### config.mk
export PLATFORM = sky130hd
export DESIGN_NAME = pipe_hazard_unit
export DESIGN_NICKNAME = d
export VERILOG_FILES = /design/src/rtl/pipe_hazard_unit.sv
export SDC_FILE = /design/constraint.sdc
export NUM_CORES = 1
export LEC_CHECK = 0
export CAP_MARGIN = 10
export CORE_ASPECT_RATIO = 1.5
export CORE_MARGIN = 3
export CORE_UTILIZATION = 40
export DETAILED_ROUTE_END_ITERATION = 10
export DONT_BUFFER_PORTS = 1
export GPL_TIMING_DRIVEN = 1
export SLEW_MARGIN = 20
export SYNTH_ARGS = -nofsm -noshare
export SYNTH_HDL_FRONTEND = slang
export SYNTH_SLANG_ARGS = --single-unit
### constraint.sdc
create_clock -name clk_i -period 8.5 [get_ports clk_i]
set_clock_uncertainty 0.1 [all_clocks]
set_input_delay 2.55 -clock clk_i [delete_from_list [all_inputs] [get_ports clk_i]]
set_output_delay 2.55 -clock clk_i [all_outputs]
set_load 0.03 [all_outputs]
### src/rtl/pipe_hazard_unit.sv
// Hazard detection and operand forwarding for the IF/ID/RR/EX/MA/WB pipeline.
// Tracks EX/MA/WB destination tags and drives stall, bubble, freeze and flush.
module pipe_hazard_unit #(
    parameter int DATA_W      = 16,
    parameter int REG_AW      = 3,
    parameter int ZERO_REG_EN = 0,
    parameter int CNT_W       = 16
) (
    input  logic              clk_i,
    input  logic              rst_ni,
    input  logic              rr_valid_i,
    input  logic [REG_AW-1:0] rr_sa_i,
    input  logic [REG_AW-1:0] rr_sb_i,
    input  logic              rr_use_a_i,
    input  logic              rr_use_b_i,
    input  logic [REG_AW-1:0] rr_dest_i,
    input  logic              rr_wr_en_i,
    input  logic              rr_is_load_i,
    input  logic [DATA_W-1:0] rf_a_data_i,
    input  logic [DATA_W-1:0] rf_b_data_i,
    input  logic [DATA_W-1:0] ex_result_i,
    input  logic [DATA_W-1:0] ma_result_i,
    input  logic [DATA_W-1:0] wb_result_i,
    input  logic              ex_wr_kill_i,
    input  logic              ex_busy_i,
    input  logic              branch_taken_i,
    output logic [DATA_W-1:0] fwd_a_data_o,
    output logic [DATA_W-1:0] fwd_b_data_o,
    output logic [1:0]        fwd_a_sel_o,
    output logic [1:0]        fwd_b_sel_o,
    output logic              stall_o,
    output logic              bubble_o,
    output logic              freeze_o,
    output logic              flush_o,
    output logic [CNT_W-1:0]  stall_cnt_o,
    output logic [CNT_W-1:0]  flush_cnt_o
);

    typedef struct packed {
        logic              valid;
        logic [REG_AW-1:0] dest;
        logic              wr_en;
        logic              is_load;
    } tag_t;

    localparam logic ZERO_HW = (ZERO_REG_EN != 0);

    localparam logic [1:0] SEL_RF = 2'd0;
    localparam logic [1:0] SEL_EX = 2'd1;
    localparam logic [1:0] SEL_MA = 2'd2;
    localparam logic [1:0] SEL_WB = 2'd3;

    tag_t ex_tag_q, ex_tag_d;
    tag_t ma_tag_q, ma_tag_d;
    tag_t wb_tag_q, wb_tag_d;

    logic [CNT_W-1:0] stall_cnt_q, stall_cnt_d;
    logic [CNT_W-1:0] flush_cnt_q, flush_cnt_d;

    logic live_a, live_b;
    logic ex_hit_a, ex_hit_b;
    logic ma_hit_a, ma_hit_b;
    logic wb_hit_a, wb_hit_b;
    logic ex_fwd_a, ex_fwd_b;
    logic load_use;
    logic stall, flush, freeze;
    logic [1:0] sel_a, sel_b;

    function automatic logic src_live(input logic [REG_AW-1:0] s, input logic use_bit);
        return use_bit && !(ZERO_HW && (s == '0));
    endfunction

    function automatic logic tag_hit(input tag_t t, input logic [REG_AW-1:0] s);
        return t.valid && t.wr_en && (t.dest == s);
    endfunction

    function automatic logic [1:0] pick_src(input logic ex_fwd, input logic ma_hit,
                                            input logic wb_hit);
        if (ex_fwd)      return SEL_EX;
        else if (ma_hit) return SEL_MA;
        else if (wb_hit) return SEL_WB;
        else             return SEL_RF;
    endfunction

    function automatic logic [DATA_W-1:0] fwd_mux(input logic [1:0] sel,
                                                  input logic [DATA_W-1:0] rf,
                                                  input logic [DATA_W-1:0] ex,
                                                  input logic [DATA_W-1:0] ma,
                                                  input logic [DATA_W-1:0] wb);
        case (sel)
            SEL_EX:  return ex;
            SEL_MA:  return ma;
            SEL_WB:  return wb;
            default: return rf;
        endcase
    endfunction

    // A load match in EX never forwards; the operand falls through to older stages
    // and the instruction is held for one cycle until the load reaches MA.
    always_comb begin
        live_a   = src_live(rr_sa_i, rr_use_a_i);
        live_b   = src_live(rr_sb_i, rr_use_b_i);
        ex_hit_a = live_a && tag_hit(ex_tag_q, rr_sa_i) && !ex_wr_kill_i;
        ex_hit_b = live_b && tag_hit(ex_tag_q, rr_sb_i) && !ex_wr_kill_i;
        ma_hit_a = live_a && tag_hit(ma_tag_q, rr_sa_i);
        ma_hit_b = live_b && tag_hit(ma_tag_q, rr_sb_i);
        wb_hit_a = live_a && tag_hit(wb_tag_q, rr_sa_i);
        wb_hit_b = live_b && tag_hit(wb_tag_q, rr_sb_i);
        ex_fwd_a = ex_hit_a && !ex_tag_q.is_load;
        ex_fwd_b = ex_hit_b && !ex_tag_q.is_load;

        sel_a = pick_src(ex_fwd_a, ma_hit_a, wb_hit_a);
        sel_b = pick_src(ex_fwd_b, ma_hit_b, wb_hit_b);

        load_use = rr_valid_i && ex_tag_q.is_load &&
                   ((ex_hit_a && !ex_fwd_a) || (ex_hit_b && !ex_fwd_b));

        // Reset gating keeps flush/freeze quiet while the tag pipe is being cleared.
        freeze = rst_ni && ex_busy_i;
        flush  = rst_ni && branch_taken_i && !ex_busy_i;
        stall  = load_use && !ex_busy_i && !branch_taken_i;
    end

    always_comb begin
        ex_tag_d = ex_tag_q;
        ma_tag_d = ma_tag_q;
        wb_tag_d = wb_tag_q;
        if (!freeze) begin
            wb_tag_d       = ma_tag_q;
            ma_tag_d       = ex_tag_q;
            ma_tag_d.wr_en = ex_tag_q.wr_en && !ex_wr_kill_i;
            if (rr_valid_i && !stall && !flush) begin
                ex_tag_d.valid   = 1'b1;
                ex_tag_d.dest    = rr_dest_i;
                ex_tag_d.wr_en   = rr_wr_en_i;
                ex_tag_d.is_load = rr_is_load_i;
            end else begin
                ex_tag_d.valid = 1'b0;
            end
        end
    end

    always_comb begin
        stall_cnt_d = stall_cnt_q;
        flush_cnt_d = flush_cnt_q;
        if (stall && (stall_cnt_q != '1)) stall_cnt_d = stall_cnt_q + CNT_W'(1);
        if (flush && (flush_cnt_q != '1)) flush_cnt_d = flush_cnt_q + CNT_W'(1);
    end

    always_ff @(posedge clk_i or negedge rst_ni) begin
        if (!rst_ni) begin
            ex_tag_q    <= '0;
            ma_tag_q    <= '0;
            wb_tag_q    <= '0;
            stall_cnt_q <= '0;
            flush_cnt_q <= '0;
        end else begin
            ex_tag_q    <= ex_tag_d;
            ma_tag_q    <= ma_tag_d;
            wb_tag_q    <= wb_tag_d;
            stall_cnt_q <= stall_cnt_d;
            flush_cnt_q <= flush_cnt_d;
        end
    end

    assign fwd_a_sel_o  = sel_a;
    assign fwd_b_sel_o  = sel_b;
    assign fwd_a_data_o = fwd_mux(sel_a, rf_a_data_i, ex_result_i, ma_result_i, wb_result_i);
    assign fwd_b_data_o = fwd_mux(sel_b, rf_b_data_i, ex_result_i, ma_result_i, wb_result_i);
    assign stall_o      = stall;
    assign bubble_o     = stall;
    assign freeze_o     = freeze;
    assign flush_o      = flush;
    assign stall_cnt_o  = stall_cnt_q;
    assign flush_cnt_o  = flush_cnt_q;

endmodule

## Word level (Yosys, flattened, before mapping)

Index checks and enable logic that the tools add are counted.

- Add/subtract/negate cells: 2
- Equal/unequal tests: 14
- Multiplexer cells: 9
- Bitwise logic cells: 1
- Reductions and logical operators: 43

Operators with widths:

| operator | count |
|---|---|
| $pmux W16 S3 | 2 |
| $logic_and A1 B1 Y1 | 33 |
| $add A16 B1 Y16 const B | 2 |
| $ne A16 B16 Y1 const B | 2 |
| $eq A3 B3 Y1 | 6 |
| $mux W2 | 6 |
| $eq A2 B2 Y1 const B | 4 |
| $logic_not A1 Y1 | 8 |
| $eq A2 B1 Y1 const B | 2 |
| $reduce_and A2 Y1 | 1 |
| $logic_or A1 B1 Y1 | 1 |
| $mux W1 | 1 |
| $not A1 Y1 | 1 |

- Register bits after elaboration: 48
- Output and inout port bits: 72

## Depth between registers and ports, before layout

Gate-level depths: netlist of the first run.

- Word-level depth: 15
- Depth in mapped cells: 7
- Mapped depth without buffers: 6

## Worst setup path after synthesis of the first run

OpenSTA, ideal clock, no wires.

- Path kind: input to output
- From: input rr_sa_i[2]
- To: output fwd_a_data_o[0]
- Arrival time: 4.467 ns
- Data required time: 5.850 ns
- Slack: 1.383 ns
- Cell stages on the path: 6
- Path buffers: 1
- Path through: xor2_1 nor4_1 or2_2 buf_6 o22ai_1 o21ai_0

- Longest elaborated chain between the ends: 8
- Elaborated cells between the ends (all ways): 18
- Those cells by class: eq/ne: 6; mux: 4; reduce/logical: 8

Ends and longest elaborated chain:

| what | line | text |
|---|---|---|
| start, declared | 12 | `input logic [REG_AW-1:0] rr_sa_i,` |
| $eq A3 B3 Y1 | 74 | `return t.valid && t.wr_en && (t.dest == s);` |
| $logic_and A1 B1 Y1 | 74 |  |
| $logic_and A1 B1 Y1, on equally long branches | 107, 103 |  |
| $mux W2 or $logic_and A1 B1 Y1 (tied branches) | 81, 103 |  |
| $mux W2 or $logic_and A1 B1 Y1 (tied branches) | 80, 109 |  |
| $mux W2 (*) | 79 | `if (ex_fwd) return SEL_EX;` |
| $eq A2 B2 Y1 or $eq A2 B1 Y1 (tied branches) | 90 | `case (sel)` |
| $pmux W16 S3 (*) | 90 |  |
| end, declared | 27 | `output logic [DATA_W-1:0] fwd_a_data_o,` |

Every way passes the cells marked *; elsewhere a longest branch is shown, timed or not.

## Worst setup path in the final report of the first run

- From: input ex_wr_kill_i
- To: output fwd_b_data_o[4]

- Longest elaborated chain between the ends: 6
- Elaborated cells between the ends (all ways): 8
- Those cells by class: eq/ne: 3; mux: 2; reduce/logical: 3

Ends and longest elaborated chain:

| what | line | text |
|---|---|---|
| start, declared | 24 | `input logic ex_wr_kill_i,` |
| $logic_not A1 Y1 (*) | 104 | `ex_hit_b = live_b && tag_hit(ex_tag_q, rr_sb_i) && !ex_wr_kill_i;` |
| $logic_and A1 B1 Y1 (*) | 104 |  |
| $logic_and A1 B1 Y1 (*) | 110 | `ex_fwd_b = ex_hit_b && !ex_tag_q.is_load;` |
| $mux W2 (*) | 79 |  |
| $eq A2 B2 Y1 or $eq A2 B1 Y1 (tied branches) | 90 |  |
| $pmux W16 S3 (*) | 90 |  |
| end, declared | 28 | `output logic [DATA_W-1:0] fwd_b_data_o,` |

Marked as above.

==> results of run 1 <==
## metrics by stage
step | std cells | utilization (%) | hold WS, ps | instance area (sq um)
finish | 479 | 46.77 | 437.3 | 3606
global route | 479 | 46.77 | 469.7 | 3606
CTS | 479 | 46.77 | 441.0 | 3606
detailed placement | 471 | 44.64 | 428.1 | 3442
global placement | 471 | 44.64 | 411.6 | 3442
floorplan | 362 | - | 387.8 | 3221
## worst max-delay path, delay by kind of cell
family / cells / cell delay (ps)
AND/OR/NAND/NOR: 3 / 1230
AO/OA/AOI/OAI: 1 / 660
## cell type report
cell class                 instances  area share [%]
clock buffer                       6           3.574
sequential                        48           33.31
multi-input combinational        296           53.71
clock inverter                     2          0.9715
tap                              102           3.539
inverter                           3          0.3123
timing repair buffer              22           4.580
## kinds of logic (layout without fill, tap and decap cells)
group	Yosys count	after routing	synth area share (%)
AOI/OAI and AO/OA	97	97	17.99
xor gates and xnor gates	44	44	11.97
adders and majority gates	2	2	0.7769
buffers and inverters	18	33	2.564
DFF	48	48	37.30
muxes	20	20	6.993
and+or+nand+nor	133	133	22.42
## placed cells by master, fill, tap and decap left out, types with 2 or more instances in the layout
master,count
a21oi_1,20
a222oi_1,8
a22oi_1,5
and2_1,5
and3_1,5
buf_4,22
clkbuf_16,5
dfrtp_1,48
ha_1,2
inv_1,3
mux2_2,20
nand2_1,39
nand2b_1,2
nand3_1,15
nand4_1,9
nand4b_1,2
nor2_1,23
nor2b_1,3
nor3_1,5
nor4_1,7
nor4_4,3
nor4b_1,2
o21ai_0,41
o22ai_1,19
or2_2,4
or2b_1,2
or4_1,3
xnor2_1,14
xor2_1,30
## sequential cells by signal, summed over array words and instances, names as in the netlist
register / flops
flush_cnt_o: 16
stall_cnt_o: 16
ex_tag_q: 6
wb_tag_q: 5
ma_tag_q: 5
## power breakdown
group,switching (mW),leakage [nW],total (mW),internal (mW)
combinational,0.0649,0.800,0.112,0.0474
clock,0.0795,0.0808,0.218,0.138
sequential,0.0534,0.626,0.304,0.251
## how the worst min path moves through the flow
| stage | from | endpoint | depth (start not counted) |
|---|---|---|---|
| after floorplan | ma_tag_q[1] | ma_tag_q[1] | 2 |
| after global placement | ex_tag_q[5] | ex_tag_q[5] | 1 |
| after detailed placement | wb_tag_q[5] | wb_tag_q[5] | 1 |
| after CTS | wb_tag_q[5] | wb_tag_q[5] | 1 |
| after global routing | wb_tag_q[1] | wb_tag_q[1] | 1 |
| final | wb_tag_q[5] | wb_tag_q[5] | 1 |
## per-layer routing
layer / wire (um) / global-route usage, % / vias up
met5: 0 / 0 / -
met4: 255 / 8.716 / 0
met3: 1348 / 9.798 / 18
met2: 5153 / 38.70 / 173
met1: 3297 / 19.82 / 1366
li1: - / - / 1361
==> results by group, run 1 <==
Final layout
  • Register area: 1201 sq um
  • Diodes inserted: 0
  • Final-stage net count: 477
  • Share of cells above drive strength 1: 15.38%
  • Area growth syn-to-layout: 11.97%
  • Area occupied by multi-input gates: 1937 sq um
  • Fillers: 756

Power
  • Peak VDD IR: 0.0001479 V
  • Total Power: 0.6346 mW
  • P_leak: 1.507 nW
  • Cell Pwr Density: 176.0 nW/um^2

Critical path
  • FF-to-FF Start: ex_tag_q[1]
  • Data required time of the worst path: 5850 ps
  • Crit-path max cell delay: 660 ps
  • Crit-path slowest cell: a21oi_1
  • CP max FO: 25
  • WS Path Type: input port to output pin
  • Worst path cell trace: nand4b_1 > nor4_4 > or2b_1 > a21oi_1
  • R2R depth: 6
  • Setup slack, reg-to-reg: 5890 ps
  • Critical path arrival: 4450 ps
  • RR Endpoint: stall_cnt_o[1]
  • CP Launch Point: ex_wr_kill_i
  • Crit end category: output pin
  • Critical path endpoint: fwd_b_data_o[4]
  • Crit path launch type: input port

Logic synthesis
  • Post-Syn Instances: 362
  • Average size of a mapped cell: 8.897 sq um
  • Top FF cell, synth: dfrtp_1
  • Area leader, netlist: dfrtp_1
  • Seq cells post-synth: 48
  • Warning count from the yosys run: 0
  • Syn_nets: 463
  • Async S/R FF share, synth: 100.0%
  • Synth cell count leaders: 48 x dfrtp_1, 41 x o21ai_0, 39 x nand2_1
  • Post-synth EDFFs: 0
  • Ranking of synthesized cells by area: dfrtp_1 37%, xor2_1 8.2%, mux2_2 7.0%
  • Top-count cell post-synth: dfrtp_1
  • Share of the synthesized area in the top cell type: 37.30%
  • Netlist cell types: 40
  • Mapped cell area: 3221 sq um
  • Register area share after synthesis: 37.30%

Floorplan
  • Core Rows: 39
  • Core Area: 7710 sq um
  • Die Span Y: 115.9 um
  • Die area: 9186 sq um
  • Die Span X: 79.27 um
  • Io pins: 171
  • Starting Density: 41.77%

Clock network
  • H-tree Lvls: 2
  • CTS Hold Buffers Added: 0
  • Clock Latency Late Sink: 280 ps
  • Clk slew on worst S/H paths: 60 ps
  • Clock Root Buffer: clkbuf_16
  • Clock Sink Count: 48
  • CTS tree: built
  • Post-CTS setup buffers: 0
  • TritonCTS Buffers: 5
  • Clk buf depth: 2
  • # resized after CTS: 0

STA
  • Setup-failing EPs final: 0
  • Worst slew pin tran: 752.2 ps
  • Final hold violation count: 0
  • RSZ-0062 raised after global routing: no
  • Max-slew violations: 0
  • Post-route minimum period: 7104 ps
  • Rel. slew slack: 49.85%
  • Final TNS setup: 0 ps
  • Final worst path period share: 83.58%
  • Final WS setup: 1396 ps
  • FMAX: 140.8 MHz

Drt
  • DR iter-0 viols: 111
  • Final WL: 10050 um
  • Routed WL per cell: 20.99 um
  • Via count: 2918
  • # DRC: 0
  • Drt first pass iters: 5
  • Antenna-violating nets left: 0
  • Via-per-instance ratio: 6.092

Flow run
  • Max_cap viols: 0

Place
  • DPL Wire Length: 8042 um
  • Dpl ws: 1417 ps
  • Port bufs: 0
  • Routability Congestion: 0.8161

Global routing
  • First-pass GRT wire length: 14840 um
  • GRT Residual Overflow: 0
  • Tot GR Track Use: 21.03%
  • Number of global-route vias before repair: 2886
  • Initial antenna violation count: 0
  • Largest net degree at the start of global routing: 52

Outcome
  • Status: complete, no violations

Worst hold path
  • Worst min path class: register to register
Power figures use the tool's default switching activity.
==> inputs of run 2 (changes only) <==
clock period = 6.4 ns   (was 8.5 ns; I/O delays follow)
==> results by group, run 2 (synthesized netlist as in run 1, its figures left out) <==
Place
  • Routability Congestion: 0.7860 (-3.7%)
  • Port bufs: 0 (unchanged)
  • DPL Wire Length: 8155 um (+1.4%)
  • Placed cell areas: 3547 sq um (+3.1%)
  • Placed cell count: 485 (+3.0%)

Drt
  • DR top layer: met5
  • DR iter-0 viols: 123 (+11%)
  • Met2 wire length: 5154 um (about the same)
  • # DRC: 0 (unchanged)
  • Final WL: 10140 um (+0.86%)
  • Routed WL per cell: 20.57 um (-2.0%)
  • Antenna-violating nets left: 0 (unchanged)
  • Drt first pass iters: 5 (unchanged)
  • Via count: 2996 (+2.7%)
  • Via-per-instance ratio: 6.077 (-0.24%)
  • Wire length on met1: 3235 um (-1.9%)
  • Met3 WL: 1433 um (+6.3%)

Floorplan
  • Die Span X: 79.27 um (unchanged)
  • Core Area: 7710 sq um (unchanged)
  • Die area: 9186 sq um (unchanged)
  • Core Rows: 39 (unchanged)
  • Io pins: 171 (unchanged)
  • Die Span Y: 115.9 um (unchanged)
  • Starting Density: 41.77% (unchanged)

Worst hold path
  • Worst Hold Path Cells: 1 (unchanged)
  • Hold_sp: ex_tag_q[5]
  • Worst min path class: register to register
  • Hold endpoint: ex_tag_q[5]

Critical path
  • Most used cell, CP: o21ai_0
  • Crit path launch type: input port
  • FF-to-FF Start: ex_tag_q[1]
  • Setup slack, reg-to-reg: 3830 ps (-2060 ps)
  • Top cell family by delay on the critical path: simple AND/OR/NAND/NOR gates
  • Crit-path max cell delay: 760 ps (+100 ps)
  • RR Endpoint: stall_cnt_o[1]
  • CP max FO: 10 (-60%)
  • Crit-path slowest cell: or4_1
  • Critical path arrival: 3810 ps (-640 ps)
  • WS Path Type: input port to output pin
  • Crit end category: output pin
  • Worst path cell trace: xor2_1 > or4_1 > nand2_1 > o21ai_0 > o21ai_0 > buf_4
  • R2R depth: 6 (unchanged)
  • CP bufs+invs: 1 (+1)
  • Data required time of the worst path: 4380 ps (-1470 ps)

STA
  • Final worst path period share: 91.13%
  • FMAX: 171.5 MHz
  • Setup-failing EPs final: 0 (unchanged)
  • Final TNS setup: 0 ps (unchanged)
  • Worst slew pin tran: 790.9 ps (+38.70 ps)
  • Final hold violation count: 0 (unchanged)
  • Max-slew violations: 0 (unchanged)
  • Rel. slew slack: 47.28% (-2.6 points)
  • RSZ-0062 raised after global routing: no
  • Post-route minimum period: 5832 ps

Final layout
  • Final instance area: 3715 sq um (+3.0%)
  • Cell Count, Final, Fillers Out: 493 (+2.9%)
  • Most frequent cells in the layout: 48 x dfrtp_1, 41 x o21ai_0, 39 x nand2_1
  • Final-stage net count: 491 (+2.9%)
  • Area growth syn-to-layout: 15.35%
  • Fillers: 739 (-2.2%)
  • Share of cells above drive strength 1: 18.67% (+3.3 points)
  • Commonest non-fill, non-tap cell in the layout: dfrtp_1
  • Diodes inserted: 0 (unchanged)

Global routing
  • GRT Residual Overflow: 0 (unchanged)
  • Initial antenna violation count: 1 (+1)
  • Number of global-route vias before repair: 3061 (+6.1%)
  • Largest net degree at the start of global routing: 52 (unchanged)
  • Tot GR Track Use: 21.59% (+0.56 points)
  • First-pass GRT wire length: 15430 um (+4.0%)

Clock network
  • # resized after CTS: 0 (unchanged)
  • TritonCTS Buffers: 5 (unchanged)
  • Post-CTS setup buffers: 0 (unchanged)
  • Clock Root Buffer: clkbuf_16
  • CTS Hold Buffers Added: 0 (unchanged)
  • H-tree Lvls: 2 (unchanged)
  • CTS tree: built
  • Clock Latency Late Sink: 290 ps (about the same)
  • Clk slew on worst S/H paths: 60 ps (about the same)
  • Clk buf depth: 2 (unchanged)
  • Clock Sink Count: 48 (unchanged)

Flow run
  • Max_cap viols: 0 (unchanged)

Power
  • P_leak: 1.575 nW (+4.5%)
  • Cell Pwr Density: 229.2 nW/um^2 (+30%)
  • Peak VDD IR: 0.0002269 V (+53%)
  • Total Power: 0.8514 mW (+34%)

Outcome
  • Status: complete, no violations
run 2: how the worst max path moves through the flow:
stage | endpoint | depth (start not counted) | from | slack, ps
5_1_grt | fwd_b_data_o[10] | 6 | rr_sb_i[2] | 410
6_report | fwd_b_data_o[10] | 6 | rr_sb_i[2] | 570
3_5_place_dp | fwd_b_data_o[10] | 6 | rr_sb_i[2] | 580
4_1_cts | fwd_b_data_o[10] | 6 | rr_sb_i[2] | 580
3_3_place_gp | fwd_b_data_o[9] | 6 | rr_sb_i[2] | 620
2_1_floorplan | fwd_a_data_o[0] | 6 | rr_sa_i[2] | 540
run 2: routing by layer:
| metal | track usage [%] | vias to the layer above |
|---|---|---|
| met1 | 19.35 | 1399 |
| met4 | 8.945 | 2 |
| met3 | 11.66 | 23 |
| met5 | 0 | - |
| li1 | - | 1392 |
| met2 | 39.71 | 180 |
run 2: area by class of cell:
class / instances / area (sq um) / area share, %
repair buffers: 36 / 270.3 / 7.275
well taps: 102 / 127.6 / 3.435
inverters: 3 / 11.26 / 0.3031
clock inverters: 3 / 42.54 / 1.145
flip-flops and latches: 48 / 1201 / 32.33
multi-input cells: 296 / 1937 / 52.14
clock buffers: 5 / 125.1 / 3.368
run 2: stage by stage:
step           utilization, %  hold slack (ps)  setup slack, ps
2_1_floorplan               -            387.8            543.5
3_3_place_gp            46.01            411.6            618.8
3_5_place_dp            46.01            412.0            575.5
4_1_cts                 48.18            428.1            576.5
5_1_grt                 48.18            449.2            414.6
6_report                48.18            424.1            567.7
run 2: power breakdown:
part	switching, mW	internal, mW	leakage [nW]
Sequential	0.0725	0.333	0.626
Combinational	0.0859	0.0698	0.869
Clock	0.106	0.183	0.0798
==> inputs of run 3 (changes only) <==
RECOVER_POWER = 100   (was unset)
REMOVE_ABC_BUFFERS = 1   (was unset)
SKIP_LAST_GASP = 1   (was unset)
==> results by group, run 3 (synthesized netlist as in run 1, its figures left out) <==
Worst hold path
  • Hold_sp: ex_tag_q[5]
  • Hold endpoint: ex_tag_q[5]
  • Worst min path class: register to register
  • Worst Hold Path Cells: 1 (unchanged)

STA
  • FMAX: 168.1 MHz (-2.0%)
  • Final TNS setup: 0 ps (unchanged)
  • Final hold violation count: 0 (unchanged)
  • Final worst path period share: 92.96% (+1.8 points)
  • Max-slew violations: 0 (unchanged)
  • RSZ-0062 raised after global routing: no
  • Post-route minimum period: 5950 ps (+117.5 ps)
  • Final WS setup: 450.2 ps (-117.5 ps)
  • Setup-failing EPs final: 0 (unchanged)
  • Worst slew pin tran: 788.9 ps (-1.948 ps)
  • Rel. slew slack: 47.40% (+0.13 points)

Final layout
  • Fillers: 796 (+7.7%)
  • Area occupied by multi-input gates: 1901 sq um (-1.9%)
  • Final-stage net count: 492 (+0.20%)
  • Diodes inserted: 0 (unchanged)
  • Most frequent cells in the layout: 48 x dfrtp_1, 41 x o21ai_0, 39 x nand2_1
  • Final instance area: 3613 sq um (-2.7%)
  • Register area: 1201 sq um (unchanged)
  • Commonest non-fill, non-tap cell in the layout: dfrtp_1
  • Share of cells above drive strength 1: 9.949% (-8.7 points)
  • Area growth syn-to-layout: 12.20%

Critical path
  • R2R depth: 6 (unchanged)
  • Critical path arrival: 3930 ps (+120 ps)
  • Crit path launch type: input port
  • CP Launch Point: ex_wr_kill_i
  • WS Path Type: input port to output pin
  • FF-to-FF Start: ex_tag_q[3]
  • CP max FO: 25 (+15)
  • Setup slack, reg-to-reg: 3400 ps (-430 ps)
  • RR Endpoint: stall_cnt_o[1]
  • Data required time of the worst path: 4380 ps (about the same)
  • Crit end category: output pin

Clock network
  • H-tree Lvls: 2 (unchanged)
  • Clock Latency Late Sink: 290 ps (about the same)
  • Clock Sink Count: 48 (unchanged)
  • Clk slew on worst S/H paths: 60 ps (about the same)
  • # resized after CTS: 0 (unchanged)
  • Clock Root Buffer: clkbuf_16
  • CTS tree: built
  • CTS Hold Buffers Added: 0 (unchanged)
  • TritonCTS Buffers: 5 (unchanged)
  • Clk buf depth: 2 (unchanged)
  • Post-CTS setup buffers: 0 (unchanged)

Power
  • Cell Pwr Density: 253.8 nW/um^2 (+11%)
  • P_leak: 1.483 nW (-5.9%)
  • Peak VDD IR: 0.0002165 V (-4.6%)

Drt
  • # DRC: 0 (unchanged)
  • DR iter-0 viols: 135 (+9.8%)
  • Drt first pass iters: 6 (+1)
  • Final WL: 10290 um (+1.4%)
  • Via-per-instance ratio: 5.970 (-1.8%)
  • Antenna-violating nets left: 0 (unchanged)
  • Routed WL per cell: 20.82 um (+1.2%)
  • Via count: 2949 (-1.6%)

Place
  • Port bufs: 0 (unchanged)
  • DPL Wire Length: 8222 um (+0.82%)
  • Dpl ws: 609.0 ps (+33.51 ps)
  • Routability Congestion: 0.8026 (+2.1%)
  • Placed cell areas: 3555 sq um (+0.21%)

Global routing
  • Tot GR Track Use: 21.61% (+0.025 points)
  • Largest net degree at the start of global routing: 52 (unchanged)
  • Initial antenna violation count: 0 (-1)
  • GRT Residual Overflow: 0 (unchanged)
  • First-pass GRT wire length: 15320 um (-0.71%)
  • Number of global-route vias before repair: 3053 (-0.26%)

Floorplan
  • Core Rows: 39 (unchanged)
  • Starting Density: 41.77% (unchanged)
  • Core Area: 7710 sq um (unchanged)
  • Die area: 9186 sq um (unchanged)
  • Die Span X: 79.27 um (unchanged)
  • Io pins: 171 (unchanged)
  • Die Span Y: 115.9 um (unchanged)

Outcome
  • Status: complete, no violations

Flow run
  • Max_cap viols: 0 (unchanged)
-- run 3: cell types whose count changed in the layout (fill, tap and decap cells not counted), sizes merged --
cell	delta
clkbuf	+32
clkinvlp	-1
bufinv	+2
buf	-31
clkinv	-1
-- run 3: through the flow --
stage          utilization [%]  total power, mW  instances  hold slack (ps)
2_1_floorplan                -           0.5184        347            387.8
5_1_grt                  46.87           0.9565        494            462.8
3_3_place_gp             46.11           0.5644        486            408.1
3_5_place_dp             46.11           0.5693        486            420.5
4_1_cts                  48.90           0.9457        494            436.0
6_report                 46.87           0.9172        494            438.6
-- run 3: metal layers --
layer | track usage (%) | part of all wire, % | up-vias
li1 | - | - | 1385
met1 | 21.09 | 33 | 1368
met2 | 39.93 | 51 | 176
met3 | 9.253 | 13 | 20
met4 | 8.142 | 2.5 | 0
met5 | 0 | 0 | -
-- run 3: cell type report --
class	count	area share, %
flip-flops and latches	48	33.24
clock inverters	3	2.493
repair buffers	37	4.363
inverters	3	0.3116
multi-input cells	296	52.60
clock buffers	5	3.463
well taps	102	3.532
-- run 3: worst max-delay path by stage --
stage	to	slack, ps	cells after the start
global placement	fwd_b_data_o[9]	660	6
detailed placement	fwd_b_data_o[6]	610	6
finish	fwd_b_data_o[6]	450	5
CTS	fwd_b_data_o[6]	600	6
global route	fwd_a_data_o[6]	300	6
floorplan	fwd_a_data_o[0]	560	5
-- run 3: power by group --
part           internal, mW  switching, mW  total, mW
combinational        0.0565         0.0834      0.140
clock                 0.263          0.109      0.372
sequential            0.333         0.0718      0.405
-- run 3: critical path, stage by stage --
cell      delay, ps
nand4b_1        190
nor4_1          640
or2b_1          590
a21oi_1         260
clkbuf_1        330
